### config.mk
export PLATFORM = sky130hd
export DESIGN_NAME = inst_fetch_queue_flat
export DESIGN_NICKNAME = d
export VERILOG_FILES = /design/src/rtl/inst_fetch_queue_if.sv /design/src/rtl/inst_fetch_queue.sv /design/src/flat_wrapper.sv
export SDC_FILE = /design/constraint.sdc
export NUM_CORES = 1
export LEC_CHECK = 0
export BUFFER_PORTS_ARGS = -buffer_cell sky130_fd_sc_hd__buf_4
export CORE_ASPECT_RATIO = 0.8
export CORE_MARGIN = 3
export CORE_UTILIZATION = 45
export CTS_CLUSTER_SIZE = 10
export DETAILED_ROUTE_END_ITERATION = 7
export HOLD_SLACK_MARGIN = 0.02
export MAX_ROUTING_LAYER = met4
export PLACE_DENSITY = 0.71
export SETUP_SLACK_MARGIN = 0.2
export SLEW_MARGIN = 25
export SYNTH_ARGS = -nofsm -noshare
export SYNTH_HDL_FRONTEND = slang
export SYNTH_SLANG_ARGS = --single-unit
export TNS_END_PERCENT = 5
### constraint.sdc
create_clock -name clk -period 4.3 [get_ports clk]
set_input_delay 0.645 -clock clk [delete_from_list [all_inputs] [get_ports clk]]
set_output_delay 0.645 -clock clk [all_outputs]
set_load 0.01 [all_outputs]
### src/rtl/inst_fetch_queue_if.sv
`default_nettype none
// ============================================================================
// Module      : inst_fetch_queue_if
// Description : Handshake bundle between the fetch stage, the instruction
//               fetch queue and the decode stage.
// Revision    : 1.0 - initial release
// ============================================================================
interface inst_fetch_queue_if #(
    parameter int ADDR_W = 10,
    parameter int DATA_W = 32,
    parameter int DEPTH  = 4
);
    localparam int CNT_W = $clog2(DEPTH) + 1;

    logic              flush;
    logic              push;
    logic [ADDR_W-1:0] push_pc;
    logic [DATA_W-1:0] push_inst;
    logic              full;
    logic              pop;
    logic              valid;
    logic [ADDR_W-1:0] out_pc;
    logic [ADDR_W-1:0] out_pc_4;
    logic [DATA_W-1:0] out_inst;
    logic [CNT_W-1:0]  count;

    // Fetch/decode side driving the queue.
    modport master (
        output flush, push, push_pc, push_inst, pop,
        input  full, valid, out_pc, out_pc_4, out_inst, count
    );

    // The queue itself.
    modport slave (
        input  flush, push, push_pc, push_inst, pop,
        output full, valid, out_pc, out_pc_4, out_inst, count
    );
endinterface
`default_nettype wire

### src/rtl/inst_fetch_queue.sv
`default_nettype none
// ============================================================================
// Module      : inst_fetch_queue
// Description : Register-based circular buffer decoupling instruction fetch
//               from decode. Head entry is presented combinationally; flush
//               discards all entries and has priority over push/pop.
// Revision    : 1.0 - initial release
// ============================================================================
module inst_fetch_queue #(
    parameter int ADDR_W = 10,
    parameter int DATA_W = 32,
    parameter int DEPTH  = 4
) (
    input  logic                clk,
    input  logic                rst_n,
    inst_fetch_queue_if.slave   bus
);
    localparam int PTR_W = $clog2(DEPTH);
    localparam int CNT_W = PTR_W + 1;

    localparam logic [PTR_W-1:0]  c_PTR_ONE  = {{(PTR_W-1){1'b0}}, 1'b1};
    localparam logic [CNT_W-1:0]  c_CNT_ONE  = {{(CNT_W-1){1'b0}}, 1'b1};
    localparam logic [CNT_W-1:0]  c_CNT_FULL = CNT_W'(DEPTH);
    localparam logic [ADDR_W-1:0] c_ADDR_ONE = {{(ADDR_W-1){1'b0}}, 1'b1};

    logic [ADDR_W-1:0] r_mem_pc   [DEPTH];
    logic [DATA_W-1:0] r_mem_inst [DEPTH];
    logic [PTR_W-1:0]  r_wr_ptr;
    logic [PTR_W-1:0]  r_rd_ptr;
    logic [CNT_W-1:0]  r_count;

    logic              w_full;
    logic              w_valid;
    logic              w_push_ok;
    logic              w_pop_ok;
    logic [ADDR_W-1:0] w_head_pc;

    // Status is decoded from the registered count only, so full/valid never
    // depend combinationally on push or pop.
    assign w_full    = (r_count == c_CNT_FULL);
    assign w_valid   = (r_count != '0);
    assign w_push_ok = bus.push & ~w_full  & ~bus.flush;
    assign w_pop_ok  = bus.pop  &  w_valid & ~bus.flush;

    // Entry storage: written at the write pointer on an accepted push.
    // Contents are not reset; only the head entry is ever observed.
    always_ff @(posedge clk) begin
        if (w_push_ok) begin
            r_mem_pc[r_wr_ptr]   <= bus.push_pc;
            r_mem_inst[r_wr_ptr] <= bus.push_inst;
        end
    end

    // Pointer and occupancy update; flush empties the queue and wins over
    // any same-cycle push or pop.
    always_ff @(posedge clk or negedge rst_n) begin
        if (!rst_n) begin
            r_wr_ptr <= '0;
            r_rd_ptr <= '0;
            r_count  <= '0;
        end else if (bus.flush) begin
            r_wr_ptr <= '0;
            r_rd_ptr <= '0;
            r_count  <= '0;
        end else begin
            if (w_push_ok) begin
                r_wr_ptr <= r_wr_ptr + c_PTR_ONE;
            end
            if (w_pop_ok) begin
                r_rd_ptr <= r_rd_ptr + c_PTR_ONE;
            end
            if (w_push_ok && !w_pop_ok) begin
                r_count <= r_count + c_CNT_ONE;
            end else if (w_pop_ok && !w_push_ok) begin
                r_count <= r_count - c_CNT_ONE;
            end
        end
    end

    // Head entry outputs; an empty queue presents a NOP at address 0.
    always_comb begin
        w_head_pc    = '0;
        bus.out_inst = '0;
        if (w_valid) begin
            w_head_pc    = r_mem_pc[r_rd_ptr];
            bus.out_inst = r_mem_inst[r_rd_ptr];
        end
    end

    assign bus.out_pc   = w_head_pc;
    assign bus.out_pc_4 = w_head_pc + c_ADDR_ONE;   // carry out is dropped
    assign bus.full     = w_full;
    assign bus.valid    = w_valid;
    assign bus.count    = r_count;
endmodule
`default_nettype wire

### src/flat_wrapper.sv
// flat-port wrapper written by rule: the top's interface ports become plain ports
module inst_fetch_queue_flat 
#(
    parameter int ADDR_W = 10,
    parameter int DATA_W = 32,
    parameter int DEPTH  = 4
)
  (clk, rst_n, bus_flush, bus_push, bus_push_pc, bus_push_inst, bus_pop, bus_full, bus_valid, bus_out_pc, bus_out_pc_4, bus_out_inst, bus_count);
  inst_fetch_queue_if #(.ADDR_W(ADDR_W), .DATA_W(DATA_W), .DEPTH(DEPTH)) bus_i ();
  input  logic clk;
  input  logic rst_n;
  input wire logic [$bits(bus_i.flush)-1:0] bus_flush;
  input wire logic [$bits(bus_i.push)-1:0] bus_push;
  input wire logic [$bits(bus_i.push_pc)-1:0] bus_push_pc;
  input wire logic [$bits(bus_i.push_inst)-1:0] bus_push_inst;
  input wire logic [$bits(bus_i.pop)-1:0] bus_pop;
  output wire logic [$bits(bus_i.full)-1:0] bus_full;
  output wire logic [$bits(bus_i.valid)-1:0] bus_valid;
  output wire logic [$bits(bus_i.out_pc)-1:0] bus_out_pc;
  output wire logic [$bits(bus_i.out_pc_4)-1:0] bus_out_pc_4;
  output wire logic [$bits(bus_i.out_inst)-1:0] bus_out_inst;
  output wire logic [$bits(bus_i.count)-1:0] bus_count;
  assign bus_i.flush = bus_flush;
  assign bus_i.push = bus_push;
  assign bus_i.push_pc = bus_push_pc;
  assign bus_i.push_inst = bus_push_inst;
  assign bus_i.pop = bus_pop;
  assign bus_full = bus_i.full;
  assign bus_valid = bus_i.valid;
  assign bus_out_pc = bus_i.out_pc;
  assign bus_out_pc_4 = bus_i.out_pc_4;
  assign bus_out_inst = bus_i.out_inst;
  assign bus_count = bus_i.count;
  inst_fetch_queue #(.ADDR_W(ADDR_W), .DATA_W(DATA_W), .DEPTH(DEPTH)) u_core (.clk(clk), .rst_n(rst_n), .bus(bus_i));
endmodule
==> results.md, run 1 <==
- The flow ran to the end, and the final reports show no timing, DRC or antenna violations.
- The floorplan step defined a core boundary enclosing 15200 um2.
- Relative to the synthesized area, the layout overhead comes to 21.5%.
- The slowest cell on the critical path is sky130_fd_sc_hd__nor3_1.
- Across the run, the number of max-cap violations was 0.
- Detailed placement ended at an HPWL of 8170 um.
- The overall power consumption is 0.00451 W.
- For this run the aggregate overflow at the end of global routing stands at 0.
- The repair_antennas step left the layout with diodes totalling 0.
- The share of layout cells above drive strength 1 is 0.381.
- The maximum fanout encountered on the critical timing path is 18.
- The worst setup path category is reg -> out.
- For this run, design rule violations remaining after detail routing come to 0.
- Derived from the worst setup path, the maximum achievable clock frequency is 294 MHz.
- The count of placed standard cells in the final layout, fillers left out is 688.
- The worst-case setup slack after placement is 1.35 ns.
- Setup violations remaining at the end of the flow were counted as 0.
- Traced cell by cell, the critical path runs through nor3_1, inv_1, and2_2, ha_1, nand3_1, xor2_1, nor2_1, buf_4.
- The die is 118 um tall.
- The average wire per cell in the routed design is 19.2 um.
- The required time at the worst-slack endpoint is 3.65 ns.
- The worst path setup slack after routing is 0.903 ns.
- Headroom to the max-slew limit came out at 0.522.
- The cell row count is 40.
- The class of the most critical hold timing path is in -> reg.
- The count of vias placed by the detailed router is 3562.
- During placement, the flow inserted port buffers numbering 103.
- The number of H-tree levels is 4.
- The die boundary width is 146 um.
- The detail route stage leaves a number of antenna-violating nets equal to 0.
- Each instance of the synthesized netlist takes up on average 19.8 um2.
- The arrival time reported for the critical path endpoint is 2.75 ns.
- In the global route stage, overall resource usage came out at 0.164.
- Summing every instance area after synthesis gives 7080 um2.
- For this block, the initial DRC count from the detailed router was 226.
- For the pin with the worst max-slew slack, the measured transition is 0.716 ns.
- Entering global routing, the biggest net connects 34 pins.
- The number of pins with negative max-slew slack in the final report came to 0.
- Counting every instance in the synthesized netlist gives 357.
- The power per standard cell area is 524 nW/um2.
- The later-pin clock latency in the skew report is 0.42 ns.
- Post-CTS repair changed the size of 0 cells.
- The number of antenna violations at the first check in global routing was 0.
- For this block, the routed nets add up to 13200 um of wire.
- For this run, the number of Yosys warnings is 0.
- The total nets after synthesis is 410.
- The initial standard-cell utilization of the core is 0.466.
- TritonCTS created 17 clock buffers.
- The cell total after placement is 657.
- In the layout the commonest cells are sky130_fd_sc_hd__edfxtp_1 (168), sky130_fd_sc_hd__buf_4 (110), sky130_fd_sc_hd__and2_1 (41).
- In this design, the stage delay of the slowest critical-path cell is 0.50 ns.
- 104 I/O pins were placed.
- The maximum number of buffers from clock root to sink is 2.
- The analysis attributes to cell leakage a power of 3.03 nW.
- The via count of the first global-routing pass was 3719.
- The floorplan step defined a die boundary enclosing 17300 um2.
- The register bit total from synthesis is 175.
- The final net count is 520.
- The type of destination of the critical path is an output port.
- TritonCTS built the clock tree.
- The clock period could shrink to 3.40 ns.
- The number of vias per cell is 5.18.
- In this run the critical register-to-register path is launched from u_core.bus.count[0].
- The worst setup path startpoint is u_core.bus.count[0].
- The peak ir drop on the vdd network is 0.331 mV.
- The sink count of the clock tree is 175.
- STA classifies the critical path startpoint as a register.
- In the finished design, the share of the clock period the worst path needs comes to 0.790.
- The worst hold path begins at bus_push_inst[25].
- Counting both buffers and inverters, the worst setup path holds a total of 2.
- The library cell used most frequently in the layout, excluding fill and tap cells, is sky130_fd_sc_hd__edfxtp_1.
- The final sum of negative setup slack is 0 ns.
- The final weighted congestion in routability-driven placement is 0.755.
- Setup repair after global routing left no endpoint under its margin.
- The cell chosen for the clock root is sky130_fd_sc_hd__clkbuf_16.
- Between clock sinks in the finished design, the worst skew comes to 0.00994 ns.
- The first-pass GRT wire length is 20600 um.
- The final-report hold violation count is 0.
- The clock-pin slew reported for the worst setup and hold paths after clock tree synthesis is 0.06 ns.
- The post-synthesis cell type count is 35.
- In this design, the largest share of critical-path delay is due to simple AND/OR/NAND/NOR gates.
- The sequential fraction of the synthesis area is 0.737.
- The first TritonRoute pass finished after 4 iterations.
- The tightest hold path in the finished design has a slack of 0.421 ns.
## worst paths after layout
kind / end / slack, ns / cells past startpoint
setup / recovery: bus_out_pc_4[4] / 0.90 / 8
hold / removal: u_core.r_mem_inst[3][25] / 0.42 / 1
setup reg to reg: u_core.bus.count[1] / 1.38 / 8
hold reg to reg: u_core.r_wr_ptr[1] / 0.62 / 2
max in group asynchronous: u_core.r_rd_ptr[0] / 3.59 / 2
min in group asynchronous: u_core.bus.count[2] / 0.57 / 2
## flip-flops by register name (all words and copies together) (netlist names)
register / count
u_core.r_wr_ptr: 2
u_core.bus.count: 3
u_core.r_rd_ptr: 2
u_core.r_mem_inst: 128
u_core.r_mem_pc: 40
## where the power goes
| part | internal, W | switching (W) | leakage (nW) |
|---|---|---|---|
| logic | 0.000551 | 0.000524 | 1.16 |
| registers | 0.00196 | 0.0000613 | 1.61 |
| clock network | 0.000836 | 0.000574 | 0.259 |
| total | 0.00335 | 0.00116 | 3.03 |
## metrics by stage
stage / util / instance area, um2
after floorplan: - / 7080
after global placement: 0.530 / 8060
after detailed placement: 0.530 / 8060
after CTS: 0.565 / 8600
after global routing: 0.565 / 8600
final: 0.565 / 8600
## what timing repair did
| action | 4_1_cts | 5_1_grt |
|---|---|---|
| hold buffers | 1 | 0 |
| setup endpoints to repair | 0 | 0 |
| endpoints found under the hold margin | 7 | 0 |
| buffers inserted | 0 | 0 |
## synthesized netlist by cell type (all sizes together)
master  instances  area (um2)
and2           46         289
xor2            7        61.3
a311o           1        10.0
nand4           1        12.5
mux2i           1        10.0
mux4           42         965
a2111o          1        11.3
o21ai           3        15.0
a31oi           2        12.5
ha              5        62.6
nor4b           1        8.76
a211oi          1        7.51
edfxtp        168        5040
a21bo           1        10.0
nand3           6        30.0
dfrtp           7         175
fa              1        20.0
nor2           14        52.6
xnor2           4        35.0
o221a           1        11.3
clkbuf          9        35.0
and3            1        6.26
inv            11        41.3
buf            11        87.6
mux2            1        11.3
nand2           4        15.0
nor4            1        12.5
nor3            4        20.0
a21oi           2        10.0
## cells by family (layout without fill, tap and decap cells)
logic type               Yosys count  count (layout)  synth area share
AND/OR/NAND/NOR                   78              78            0.0631
adder cells (fa/ha/maj)            6               6            0.0117
flip-flops                       175             175             0.737
multiplexers                      44              44             0.139
AO/OA/AOI/OAI                     12              12            0.0124
XOR/XNOR                          11              11            0.0136
buffers and inverters             31             152            0.0231
## routing by layer
metal | up-vias | global-route usage | wire, um
met5 | - | - | 0
met4 | 0 | 0.0552 | 222
met3 | 16 | 0.0494 | 774
met2 | 115 | 0.256 | 6610
met1 | 1806 | 0.207 | 5580
li1 | 1625 | - | -
## layout make-up
type / count / area [um2]
clock buffers: 20 / 437
clock inverters: 10 / 97.6
fillers: 1197 / 6610
inverters: 11 / 41.3
multi-input cells: 151 / 1700
flip-flops and latches: 175 / 5230
well taps: 210 / 263
repair buffers: 111 / 836
Note: power is estimated with default switching activity, not from simulation.
==> run 2: changes to the inputs <==
--- a/config.mk
+++ b/config.mk
@@ -13,7 +13,7 @@
 export DETAILED_ROUTE_END_ITERATION = 7
 export HOLD_SLACK_MARGIN = 0.02
 export MAX_ROUTING_LAYER = met4
-export PLACE_DENSITY = 0.71
+export PLACE_DENSITY = 0.74
 export SETUP_SLACK_MARGIN = 0.2
 export SLEW_MARGIN = 25
 export SYNTH_ARGS = -nofsm -noshare
==> constraint.sdc (replaced) <==
create_clock -name clk -period 2.8 [get_ports clk]
set_input_delay 0.42 -clock clk [delete_from_list [all_inputs] [get_ports clk]]
set_output_delay 0.42 -clock clk [all_outputs]
set_load 0.01 [all_outputs]
==> run 2 against run 1 <==
Clock power is 57% higher. Utilization is 2.2 points higher. Power is 60% higher. Register-to-register slack worse by 0.93 ns. Via count is 3.2% higher. Count of clock-buffer cells in the layout is 2 lower. Sequential power is 52% higher. First-iteration DRC count is 22% higher. Flip-flop and latch count stayed put. Hold slack worse by 0.23 ns. Critical endpoint unchanged.
==> results.md, run 2 (synthesis gave the netlist of run 1 again) <==
- Result of the run: finished, final reports clean (unchanged).
- The first-pass GRT wire length is 21600 um (was 20600 um).
- The final-report hold violation count came to 0 (unchanged).
- The worst path needs 2.65 ns of the cycle, external delays included.
- The worst setup skew after layout came to 0.00544 ns (was 0.00994 ns).
- The maximum number of pins on one net before global-route repair came to 28 (was 34).
- The upper clock frequency limit is 377 MHz.
- The class of the most critical hold timing path is in -> reg (unchanged).
- The sink count of the clock tree is 175 (unchanged).
- The static leakage power is 3.15 nW (was 3.03 nW).
- The count of port buffers added during placement came to 103 (unchanged).
- The clock-pin slew reported for the worst setup and hold paths after clock tree synthesis is 0.06 ns (about the same).
- The placed wire-length estimate after detailed placement came to 8780 um (was 8170 um).
- The area occupied by registers is 5230 um2 (about the same).
- The number of flip-flops under the largest register name came to 128 (unchanged).
- The maximum fanout encountered on the critical timing path is 4 (was 18).
- The power per standard cell area is 804 nW/um2 (was 524 nW/um2).
- The average wire per cell in the routed design is 19.5 um (was 19.2 um).
- The start point of the worst hold path was bus_push_inst[15] (was bus_push_inst[25]).
- The final sum of negative setup slack was 0 ns (unchanged).
- The total detailed-routing wirelength is 13800 um (was 13200 um).
- The cell chosen for the clock root was sky130_fd_sc_hd__clkbuf_16 (unchanged).
- The normalized max-slew margin came to 0.684 (was 0.522).
- The vertical extent of the die is 118 um (unchanged).
- The number of H-tree levels is 4 (unchanged).
- The number of pins with negative max-slew slack in the final report is 0 (unchanged).
- Dividing the final minimum period by the clock period gives 0.948.
- The required time at the worst-slack endpoint is 2.38 ns (was 3.65 ns).
- The die boundary width is 146 um (unchanged).
- The overall global routing resource usage is 0.172 (was 0.164).
- The final design utilization is 0.588 (was 0.565).
- The total area of multi-input combinational cells is 1760 um2 (was 1700 um2).
- The number of buffers added by the clock tree synthesis step came to 17 (unchanged).
- The die area was 17300 um2 (unchanged).
- The synthesis-to-layout area growth came to 26.3% (was 21.5%).
- The max capacitance violation total is 0 (unchanged).
- The reg-to-reg critical path startpoint is u_core.bus.count[0] (unchanged).
- The floorplan core area is 15200 um2 (unchanged).
- The number of nets with antenna violations after detailed routing is 0 (unchanged).
- The type of destination of the critical path is an output port (unchanged).
- The final-layout fill cell count is 1156 (was 1197).
- The launching element type of the critical path is a register (unchanged).
- The number of vias per cell is 5.19 (was 5.18).
- The transition time at the pin with the least slew margin is 0.474 ns (was 0.716 ns).
- The later-pin clock latency in the skew report came to 0.43 ns (was 0.42 ns).
- The first-pass iteration count of the detailed router is 4 (unchanged).
- The count of final setup violators is 0 (unchanged).
- The count of vias placed by the detailed router was 3675 (was 3562).
- The number of I/O pins came to 104 (unchanged).
- The arrival time reported for the critical path endpoint came to 2.23 ns (was 2.75 ns).
- The number of antenna violations at the first check in global routing was 0 (unchanged).
- The antenna cell count came to 0 (unchanged).
- The maximum number of buffers from clock root to sink is 2 (unchanged).
- The peak ir drop on the vdd network was 0.736 mV (was 0.331 mV).
- The final net count is 539 (was 520).
- The overall power consumption is 0.00719 W (was 0.00451 W).
- The leading cell type in the layout, fill and taps excluded is sky130_fd_sc_hd__edfxtp_1 (unchanged).
- The iteration-0 DRC count of the detailed router came to 276 (was 226).
- The cell row count is 40 (unchanged).
- The most flop-heavy register is u_core.r_mem_inst (unchanged).
- The worst setup path startpoint is u_core.r_rd_ptr[0] (was u_core.bus.count[0]).
- The total global routing overflow is 0 (unchanged).
- The CTS tree was done (unchanged).
- Setup repair after global routing missed its margin: yes (was no).
- The initial standard-cell utilization of the core is 0.466 (unchanged).
- The final weighted congestion in routability-driven placement is 0.752 (was 0.755).
- The via count of the first global-routing pass is 3948 (was 3719).
- The worst setup path category is reg -> out (unchanged).
- The DRC violation count after routing is 0 (unchanged).
- Commonest cells after routing, fill and taps aside: sky130_fd_sc_hd__edfxtp_1 (168), sky130_fd_sc_hd__buf_4 (119), sky130_fd_sc_hd__mux4_2 (40), sky130_fd_sc_hd__and2_1 (40), sky130_fd_sc_hd__clkbuf_16 (17) (was sky130_fd_sc_hd__edfxtp_1 (168), sky130_fd_sc_hd__buf_4 (110), sky130_fd_sc_hd__and2_1 (41)).
- The share of layout cells above drive strength 1 is 0.440 (was 0.381).
## run 2: worst paths after layout
| path | endpoint | slack, ns | cells after the start |
|---|---|---|---|
| worst max register to register | u_core.bus.count[2] | 0.45 | 11 |
| worst min-delay path | u_core.r_mem_inst[0][15] | 0.19 | 1 |
| worst max-delay path | bus_out_pc_4[4] | 0.15 | 7 |
| min in group asynchronous | u_core.bus.count[0] | 0.35 | 2 |
| worst min register to register | u_core.r_wr_ptr[1] | 0.65 | 2 |
| max in group asynchronous | u_core.r_rd_ptr[0] | 2.29 | 2 |
## run 2: report_power, final
part	total, W	internal (W)	switching [W]
Sequential	0.00308	0.00301	0.0000646
Combinational	0.00191	0.00100	0.000906
Clock	0.00221	0.00129	0.000919
## run 2: critical path, cell delays in order (launching register included)
cell and delay, ns:
sky130_fd_sc_hd__dfrtp_4 0.47, sky130_fd_sc_hd__mux4_2 0.56, sky130_fd_sc_hd__and2_4 0.18, sky130_fd_sc_hd__ha_4 0.17
sky130_fd_sc_hd__nand3_4 0.09, sky130_fd_sc_hd__xor2_1 0.15, sky130_fd_sc_hd__nor2_1 0.05, sky130_fd_sc_hd__buf_4 0.14
## run 2: final cells by class
| cell class | count | area share |
|---|---|---|
| flip-flops and latches | 175 | 0.585 |
| inverters | 11 | 0.00504 |
| clock inverters | 13 | 0.0139 |
| well taps | 210 | 0.0294 |
| multi-input cells | 151 | 0.197 |
| repair buffers | 130 | 0.122 |
| clock buffers | 18 | 0.0480 |
## run 2: routing by layer
metal,routed length [um],GRT usage,vias up
met2,7090,0.277,105
met3,686,0.0460,18
met4,305,0.0770,0
met5,0,-,-
li1,-,-,1659
met1,5690,0.206,1893
## run 2: repair_timing
item | CTS | global route
cloned | 0 | 0
resized for setup | 28 | 5
hold endpoints to repair | 7 | 0
hold buffers | 1 | 0
buffers inserted | 8 | 1
pin swaps | 7 | 1
endpoints found under the setup margin | 32 | 31
## run 2: per-stage QoR
step | instance area [um2] | worst slack [ns] | hold slack [ns] | cells
floorplan | 7080 | 0.289 | 0.124 | 357
global placement | 8200 | 0.317 | 0.247 | 667
detailed placement | 8200 | 0.292 | 0.251 | 667
CTS | 8900 | 0.119 | 0.174 | 707
global route | 8940 | 0.0327 | 0.171 | 708
finish | 8940 | 0.146 | 0.189 | 708
